$ cat src/rtl/cell_config_sequencer_if.sv
// Handshake and decoder-side bus of the cell configuration sequencer.
// The checksum signal exists only when CFG_CHECKSUM_EN is defined.
interface cell_config_sequencer_if #(
    parameter int ADDR_WIDTH = 9,
    parameter int DATA_WIDTH = 8
);
    logic                  start;
    logic                  abort;
    logic [ADDR_WIDTH-1:0] last_addr;
    logic                  in_valid;
    logic [DATA_WIDTH-1:0] in_data;
    logic                  in_ready;
    logic [ADDR_WIDTH-1:0] addr_out;
    logic                  dec_enable;
    logic [DATA_WIDTH-1:0] cfg_data;
    logic                  busy;
    logic                  done;
`ifdef CFG_CHECKSUM_EN
    logic [DATA_WIDTH-1:0] checksum;
`endif

    modport master (
        output start, abort, last_addr, in_valid, in_data,
        input  in_ready, addr_out, dec_enable, cfg_data, busy, done
`ifdef CFG_CHECKSUM_EN
        , input checksum
`endif
    );

    modport slave (
        input  start, abort, last_addr, in_valid, in_data,
        output in_ready, addr_out, dec_enable, cfg_data, busy, done
`ifdef CFG_CHECKSUM_EN
        , output checksum
`endif
    );
endinterface

$ cat src/rtl/cell_config_sequencer.sv
// Walks cell addresses 0..last_addr, pairing each accepted config word with a
// one-cycle decoder strobe. Define CFG_CHECKSUM_EN for the XOR checksum output.
module cell_config_sequencer #(
    parameter int ADDR_WIDTH = 9,
    parameter int DATA_WIDTH = 8
) (
    input logic                    clk,
    input logic                    rst_n,
    cell_config_sequencer_if.slave bus
);

    typedef enum logic [1:0] {IDLE, LOAD, WRITE, DONE} state_t;

    state_t                state;
    logic [ADDR_WIDTH-1:0] addr_q;
    logic [ADDR_WIDTH-1:0] last_q;
    logic [DATA_WIDTH-1:0] data_q;
    logic                  in_ready_q;
    logic                  dec_enable_q;
    logic                  busy_q;
    logic                  done_q;
`ifdef CFG_CHECKSUM_EN
    logic [DATA_WIDTH-1:0] checksum_q;
`endif

    // All outputs are registered; abort outranks every transition, including start.
    always_ff @(posedge clk or negedge rst_n) begin
        if (!rst_n) begin
            state        <= IDLE;
            addr_q       <= '0;
            last_q       <= '0;
            data_q       <= '0;
            in_ready_q   <= 1'b0;
            dec_enable_q <= 1'b0;
            busy_q       <= 1'b0;
            done_q       <= 1'b0;
`ifdef CFG_CHECKSUM_EN
            checksum_q   <= '0;
`endif
        end else if (bus.abort) begin
            state        <= IDLE;
            in_ready_q   <= 1'b0;
            dec_enable_q <= 1'b0;
            busy_q       <= 1'b0;
            done_q       <= 1'b0;
        end else begin
            case (state)
                IDLE: begin
                    done_q <= 1'b0;
                    if (bus.start) begin
                        last_q     <= bus.last_addr;
                        addr_q     <= '0;
                        in_ready_q <= 1'b1;
                        busy_q     <= 1'b1;
                        state      <= LOAD;
`ifdef CFG_CHECKSUM_EN
                        checksum_q <= '0;
`endif
                    end
                end
                LOAD: begin
                    if (bus.in_valid && in_ready_q) begin
                        data_q       <= bus.in_data;
                        in_ready_q   <= 1'b0;
                        dec_enable_q <= 1'b1;
                        state        <= WRITE;
`ifdef CFG_CHECKSUM_EN
                        checksum_q   <= checksum_q ^ bus.in_data;
`endif
                    end
                end
                WRITE: begin
                    dec_enable_q <= 1'b0;
                    // Compare before incrementing so an all-ones last address never wraps.
                    if (addr_q == last_q) begin
                        done_q <= 1'b1;
                        state  <= DONE;
                    end else begin
                        addr_q     <= addr_q + ADDR_WIDTH'(1);
                        in_ready_q <= 1'b1;
                        state      <= LOAD;
                    end
                end
                DONE: begin
                    done_q <= 1'b0;
                    busy_q <= 1'b0;
                    state  <= IDLE;
                end
                default: begin
                    in_ready_q   <= 1'b0;
                    dec_enable_q <= 1'b0;
                    busy_q       <= 1'b0;
                    done_q       <= 1'b0;
                    state        <= IDLE;
                end
            endcase
        end
    end

    assign bus.in_ready   = in_ready_q;
    assign bus.addr_out   = addr_q;
    assign bus.dec_enable = dec_enable_q;
    assign bus.cfg_data   = data_q;
    assign bus.busy       = busy_q;
    assign bus.done       = done_q;
`ifdef CFG_CHECKSUM_EN
    assign bus.checksum   = checksum_q;
`endif

endmodule

$ cat src/flat_wrapper.sv
// flat-port wrapper written by rule: the top's interface ports become plain ports
module cell_config_sequencer_flat 
#(
    parameter int ADDR_WIDTH = 9,
    parameter int DATA_WIDTH = 8
)
  (clk, rst_n, bus_start, bus_abort, bus_last_addr, bus_in_valid, bus_in_data, bus_in_ready, bus_addr_out, bus_dec_enable, bus_cfg_data, bus_busy, bus_done);
  cell_config_sequencer_if #(.ADDR_WIDTH(ADDR_WIDTH), .DATA_WIDTH(DATA_WIDTH)) bus_i ();
  input logic clk;
  input logic rst_n;
  input wire logic [$bits(bus_i.start)-1:0] bus_start;
  input wire logic [$bits(bus_i.abort)-1:0] bus_abort;
  input wire logic [$bits(bus_i.last_addr)-1:0] bus_last_addr;
  input wire logic [$bits(bus_i.in_valid)-1:0] bus_in_valid;
  input wire logic [$bits(bus_i.in_data)-1:0] bus_in_data;
  output wire logic [$bits(bus_i.in_ready)-1:0] bus_in_ready;
  output wire logic [$bits(bus_i.addr_out)-1:0] bus_addr_out;
  output wire logic [$bits(bus_i.dec_enable)-1:0] bus_dec_enable;
  output wire logic [$bits(bus_i.cfg_data)-1:0] bus_cfg_data;
  output wire logic [$bits(bus_i.busy)-1:0] bus_busy;
  output wire logic [$bits(bus_i.done)-1:0] bus_done;
  assign bus_i.start = bus_start;
  assign bus_i.abort = bus_abort;
  assign bus_i.last_addr = bus_last_addr;
  assign bus_i.in_valid = bus_in_valid;
  assign bus_i.in_data = bus_in_data;
  assign bus_in_ready = bus_i.in_ready;
  assign bus_addr_out = bus_i.addr_out;
  assign bus_dec_enable = bus_i.dec_enable;
  assign bus_cfg_data = bus_i.cfg_data;
  assign bus_busy = bus_i.busy;
  assign bus_done = bus_i.done;
  cell_config_sequencer #(.ADDR_WIDTH(ADDR_WIDTH), .DATA_WIDTH(DATA_WIDTH)) u_core (.clk(clk), .rst_n(rst_n), .bus(bus_i));
endmodule
$ cat config.mk
export PLATFORM = sky130hd
export DESIGN_NAME = cell_config_sequencer_flat
export DESIGN_NICKNAME = d
export VERILOG_FILES = /design/src/rtl/cell_config_sequencer_if.sv /design/src/rtl/cell_config_sequencer.sv /design/src/flat_wrapper.sv
export SDC_FILE = /design/constraint.sdc
export NUM_CORES = 1
export LEC_CHECK = 0
export BUFFER_PORTS_ARGS = -buffer_cell sky130_fd_sc_hd__buf_2
export CORE_MARGIN = 4
export CORE_UTILIZATION = 45
export CTS_CLUSTER_SIZE = 28
export DETAILED_ROUTE_END_ITERATION = 16
export GPL_TIMING_DRIVEN = 1
export HOLD_SLACK_MARGIN = 0.03
export PLACE_DENSITY = 0.7
export SYNTH_ARGS = -nofsm -noshare
export SYNTH_HDL_FRONTEND = slang
export SYNTH_SLANG_ARGS = --single-unit
$ cat constraint.sdc
create_clock -name clk -period 2.5 [get_ports clk]
set_input_delay 0.375 -clock clk [delete_from_list [all_inputs] [get_ports clk]]
set_output_delay 0.375 -clock clk [all_outputs]
set_load 0.1 [all_outputs]
== Yosys cells after proc, flatten, opt, wreduce, memory -nomap -nowiden ==
Cells that the tools add are included.
W data, S select, Z words.
Storage, ports and cells
  register bits after elaboration: 32
  output and inout port bits: 21
  bits of input ports: 22
Operators by class
  multiplexer cells: 21
  add/sub/neg operators: 1
  equality and inequality tests: 10
  reductions and logical operators: 16
  bitwise operators: 1
Operator list (count)
  $mux W9: 2
  $pmux W9 S2: 1
  $add A9 B1 Y9 const B: 1
  $eq A9 B9 Y1: 1
  $mux W1: 9
  $reduce_bool A3 Y1: 3
  $mux W2: 4
  $pmux W2 S4: 1
  $reduce_and A2 Y1: 4
  $reduce_and A4 Y1: 2
  $ne A3 B2 Y1 const B: 2
  $ne A3 B3 Y1 const B: 2
  $pmux W1 S2: 3
  $reduce_and A3 Y1: 2
  $eq A2 B2 Y1 const B: 2
  $ne A2 B2 Y1 const B: 2
  $reduce_bool A4 Y1: 1
  $pmux W1 S3: 1
  $eq A2 B1 Y1 const B: 1
  $logic_not A2 Y1: 1
  $reduce_bool A2 Y1: 1
  $reduce_or A2 Y1: 1
  $logic_and A1 B1 Y1: 1
  $not A1 Y1: 1

== Depth between registers and ports, before layout ==
  depth after elaboration: 4
  depth in mapped cells: 8
  gate-level depth less buffers: 7

== Worst setup path after synthesis ==
No wires, ideal clock.
  path type: register to register
  from: reg u_core.addr_q[2] (netlist: u_core.bus.addr_out[2])
  to: reg u_core.addr_q[2] (netlist: u_core.bus.addr_out[2])
  required time: 2.423 ns
  setup slack: 0.277 ns
  data arrival time: 2.146 ns
  setup time: 0.077 ns
  buffers on the path: 2
  clock period less this slack: 2.223 ns
  cell stages (with the launch flop): 8
  cell sequence: dfrtp_1 > xnor2_1 > nand4_1 > nor4_1 > buf_2 > buf_4 > o21ai_0 > a21oi_1
On the way
  word-level cells in the longest chain between the ends: 3
  elaborated cells on any way between the ends: 6
RTL lines
  from (decl): line cell_config_sequencer.sv:15  | logic [ADDR_WIDTH-1:0] addr_q;
  from (signal assigned): line cell_config_sequencer.sv:79  | addr_q <= addr_q + ADDR_WIDTH'(1);
  $add A9 B1 Y9 / $eq A9 B9 Y1 (equally long branches): line cell_config_sequencer.sv:79, cell_config_sequencer.sv:75
  $mux W9 / $ne A2 B2 Y1 (equally long branches)
  $pmux W9 S2 / $reduce_and A4 Y1 (equally long branches)
Parallel ways exist; a longest one is shown, timed or not. The select of a mux whose other input is x is not followed.
A chain may end at the register's enable or synchronous reset.

== Final worst setup path ==
  from: reg u_core.state[0]
  to: reg u_core.addr_q[8] (netlist: u_core.bus.addr_out[8])
On the way
  word-level cells in the longest chain between the ends: 3
  elaborated cells on any way between the ends: 7
RTL lines
  from (decl): line cell_config_sequencer.sv:14  | state_t state;
  from (signal assigned): line cell_config_sequencer.sv:29  | state <= IDLE;
  from (signal assigned): line cell_config_sequencer.sv:41  | state <= IDLE;
  from (signal assigned): line cell_config_sequencer.sv:55  | state <= LOAD;
  $eq A2 B2 Y1 / $logic_not A2 Y1 (equally long branches): line cell_config_sequencer.sv:47  | case (state)
  $ne A2 B2 Y1 (no source line) / $reduce_bool A2 Y1 (equally long branches)
  $reduce_and A4 Y1 (no source line)
Parallel ways exist; a longest one is shown, timed or not.

==> results.toml <==
[detailed_routing]
first_pass_iters = 4
wl_per_cell_microns = 14.18
via_per_inst = 5.427
vias = 1297
finalWirelength_microns = 3390
drcViolationCount = 0
ant_nets = 0
drtIter0Drc = 102

[critical_path]
r2r_cells = 7
r2r_slack_ns = 0.50
startpoint_type = "flop"
crit_arrival_ns = 2.27
r2r_start = "u_core.state[0]$_DFFE_PN0P_"
worst-path-stages = 7
endpoint_kind = "flop"
critPathLaunch = "u_core.state[0]$_DFFE_PN0P_"
cp_data_required_time_ns = 2.76
cp_num_buf_inv = 1
crit_chain = "inv_1, ha_1, mux2i_1, nor4b_2, nand3_1, or3_1, a21oi_1"
crit_family = "simple AND/OR/NAND/NOR gates"
crit_end = "u_core.bus.addr_out[8]$_DFFE_PN0P_"
cp_max_fo = 7
critPathSlowestCell = "dfrtp_1"
critPathKind = "flop to flop"
critical_path.max_stage_delay_ns = 0.43
r2r_end = "u_core.bus.addr_out[8]$_DFFE_PN0P_"

[timing]
clock.fmax_mhz = 499.4
holdWs_ns = 0.07468
hold_violations = 0
skew_ns = 0.006958
setup_viol_count_final = 0
drv_slew = 0
slew_headroom_pct = 54.03
fin_crit_ns = 2.003
worst_pin_slew_ns = 0.6896
rsz0062_at_grt = "no"
fin_crit_sh_pct = 80.10
setup_tns_ns = 0

[logic_synthesis]
ys_seq_area_share_pct = 50.27
async_flop_share_pct = 100.0
synth_cells = 146
synth_area_leader_cell = "dfrtp_1"
yosys.area.top_type_share_pct = 50.27
synth_edf_count = 0
ys_top_cells_by_area = "dfrtp_1 50%, mux2_2 13%, xnor2_1 4.4%"
syn_area_sq_um = 1593
syn_avg_cell_area_sq_um = 10.91
ys_ff_latch = 32
synth_nets = 173
synth_flop_cell = "dfrtp_1"
yosysWarnings = 0
synth.distinct_cells = 32

[clocking]
ctsRootBufferMaster = "clkbuf_4"
postCtsResizedCells = 0
cts_max_level = 2
clk_pin_slew_ns = 0.10
cts_made_buffers = 5
clock_latency_ns = 0.33
numClockSinks = 32
cts_setup_buffers = 0
cts_buffer_depth = 2
tritoncts = "done"
ctsHoldBuffers = 0

[layout]
area_growth_syn_to_layout_pct = 19.87
fin_util_pct = 56.33
mostFrequentLayoutCell = "buf_2"
drive_gt1_share_pct = 37.82
final_cell_mix = "42 x buf_2, 32 x dfrtp_1, 18 x mux2_2"
antenna_cells = 0
nNetsFinal = 219
final_area_sq_um = 1909

[placed_design]
finalWeightedCongestion = 0.8682
dp_hpwl_microns = 2592
postPlaceCellArea_sq_um = 1853
portBuffers = 42

[power]
leakagePower_nw = 0.9250
cellPowerDensity_nw_per_um2 = 1228
peakVddDrop_mv = 0.9634

[floorplanning]
die_h_microns = 67.50
coreArea_sq_um = 3390
io_pins = 43
rows = 21
die_area_sq_um = 4556
dieWidth_microns = 67.50
start_util_pct = 46.99

[global_route]
grt_use_total_pct = 17.13
grt_antenna_before_repair = 0
grt_max_degree = 33
grt_pass1_wl_microns = 5858
overflow = 0
grt_pass1_vias = 1372

[hold_path]
worstHoldPathType = "primary input to async pin"

[run_status]
status = "complete, no violations"

[run]
cap_violations = 0
## Yosys cell counts (2+ instances only)
| library cell | number |
|---|---|
| dfrtp_1 | 32 |
| mux2_2 | 18 |
| a21oi_1 | 10 |
| inv_1 | 8 |
| nor2_1 | 8 |
| o21ai_0 | 8 |
| xnor2_1 | 8 |
| nand2_1 | 7 |
| nand3_1 | 6 |
| or3_1 | 6 |
| ha_1 | 5 |
| nand4_1 | 4 |
| nor3_1 | 3 |
| buf_2 | 2 |
| mux2i_1 | 2 |
| nor4_1 | 2 |
| o21a_1 | 2 |
## sequential cells by signal, summed over array words and instances, names as in the netlist
name                   count
u_core.bus.addr_out        9
u_core.bus.busy            1
u_core.bus.cfg_data        8
u_core.bus.dec_enable      1
u_core.bus.done            1
u_core.bus.in_ready        1
u_core.last_q              9
u_core.state               2
## power by group
group / total [mW] / switching, mW / internal (mW)
combinational: 1.24 / 0.911 / 0.334
clock: 0.288 / 0.180 / 0.108
sequential: 0.813 / 0.124 / 0.689
## worst min-delay path by stage
stage                     cells past startpoint                            endpoint  start
after global routing                          1        u_core.last_q[1]$_DFFE_PN0P_  rst_n
after CTS                                     1     u_core.bus.in_ready$_DFFE_PN0P_  rst_n
after floorplan                               0  u_core.bus.addr_out[0]$_DFFE_PN0P_  rst_n
final                                         1  u_core.bus.addr_out[8]$_DFFE_PN0P_  rst_n
after detailed placement                      1  u_core.bus.addr_out[2]$_DFFE_PN0P_  rst_n
after global placement                        1  u_core.bus.addr_out[3]$_DFFE_PN0P_  rst_n
## area by class of cell
| cell class | count | area (sq um) |
|---|---|---|
| inverter | 8 | 30.03 |
| clock inverter | 3 | 18.77 |
| timing repair buffer | 43 | 217.7 |
| tap | 46 | 57.56 |
| fill | 305 | 1480 |
| clock buffer | 5 | 37.54 |
| multi-input combinational | 102 | 747.0 |
| sequential | 32 | 800.8 |
## per-stage QoR
stage               instances  setup slack (ns)  total power, mW
finish                    239            0.4974            2.345
global route              239            0.3163            2.490
CTS                       239            0.4909            2.373
detailed placement        231            0.5268            2.076
global placement          231            0.6109            2.038
floorplan                 146            0.2767            1.847
## cells by family (layout without fill, tap and decap cells)
family	count (synthesis)	after routing	share of synthesized area, %
DFF	32	32	50.28
and+or+nand+nor	42	42	14.38
buffers and inverters	12	59	3.221
AOI/OAI and AO/OA	26	26	9.270
muxes	20	20	13.98
adders and majority gates	5	5	3.928
xor gates and xnor gates	9	9	4.949
## worst register-to-register path, stage by stage, from the launching register on
cell     delay, ns
dfrtp_1       0.43
inv_1         0.12
ha_1          0.30
mux2i_1       0.17
nor4b_2       0.32
nand3_1       0.14
or3_1         0.32
a21oi_1       0.15
## per-layer routing
layer  wire [microns]  GRT usage [%]  vias to the layer above
met5                0              0                        -
met1             1366          19.49                      629
met4               48          6.835                        0
met3              253          6.323                        6
met2             1722          28.92                       51
li1                 -              -                      611
(Power assumes the default switching activity.)
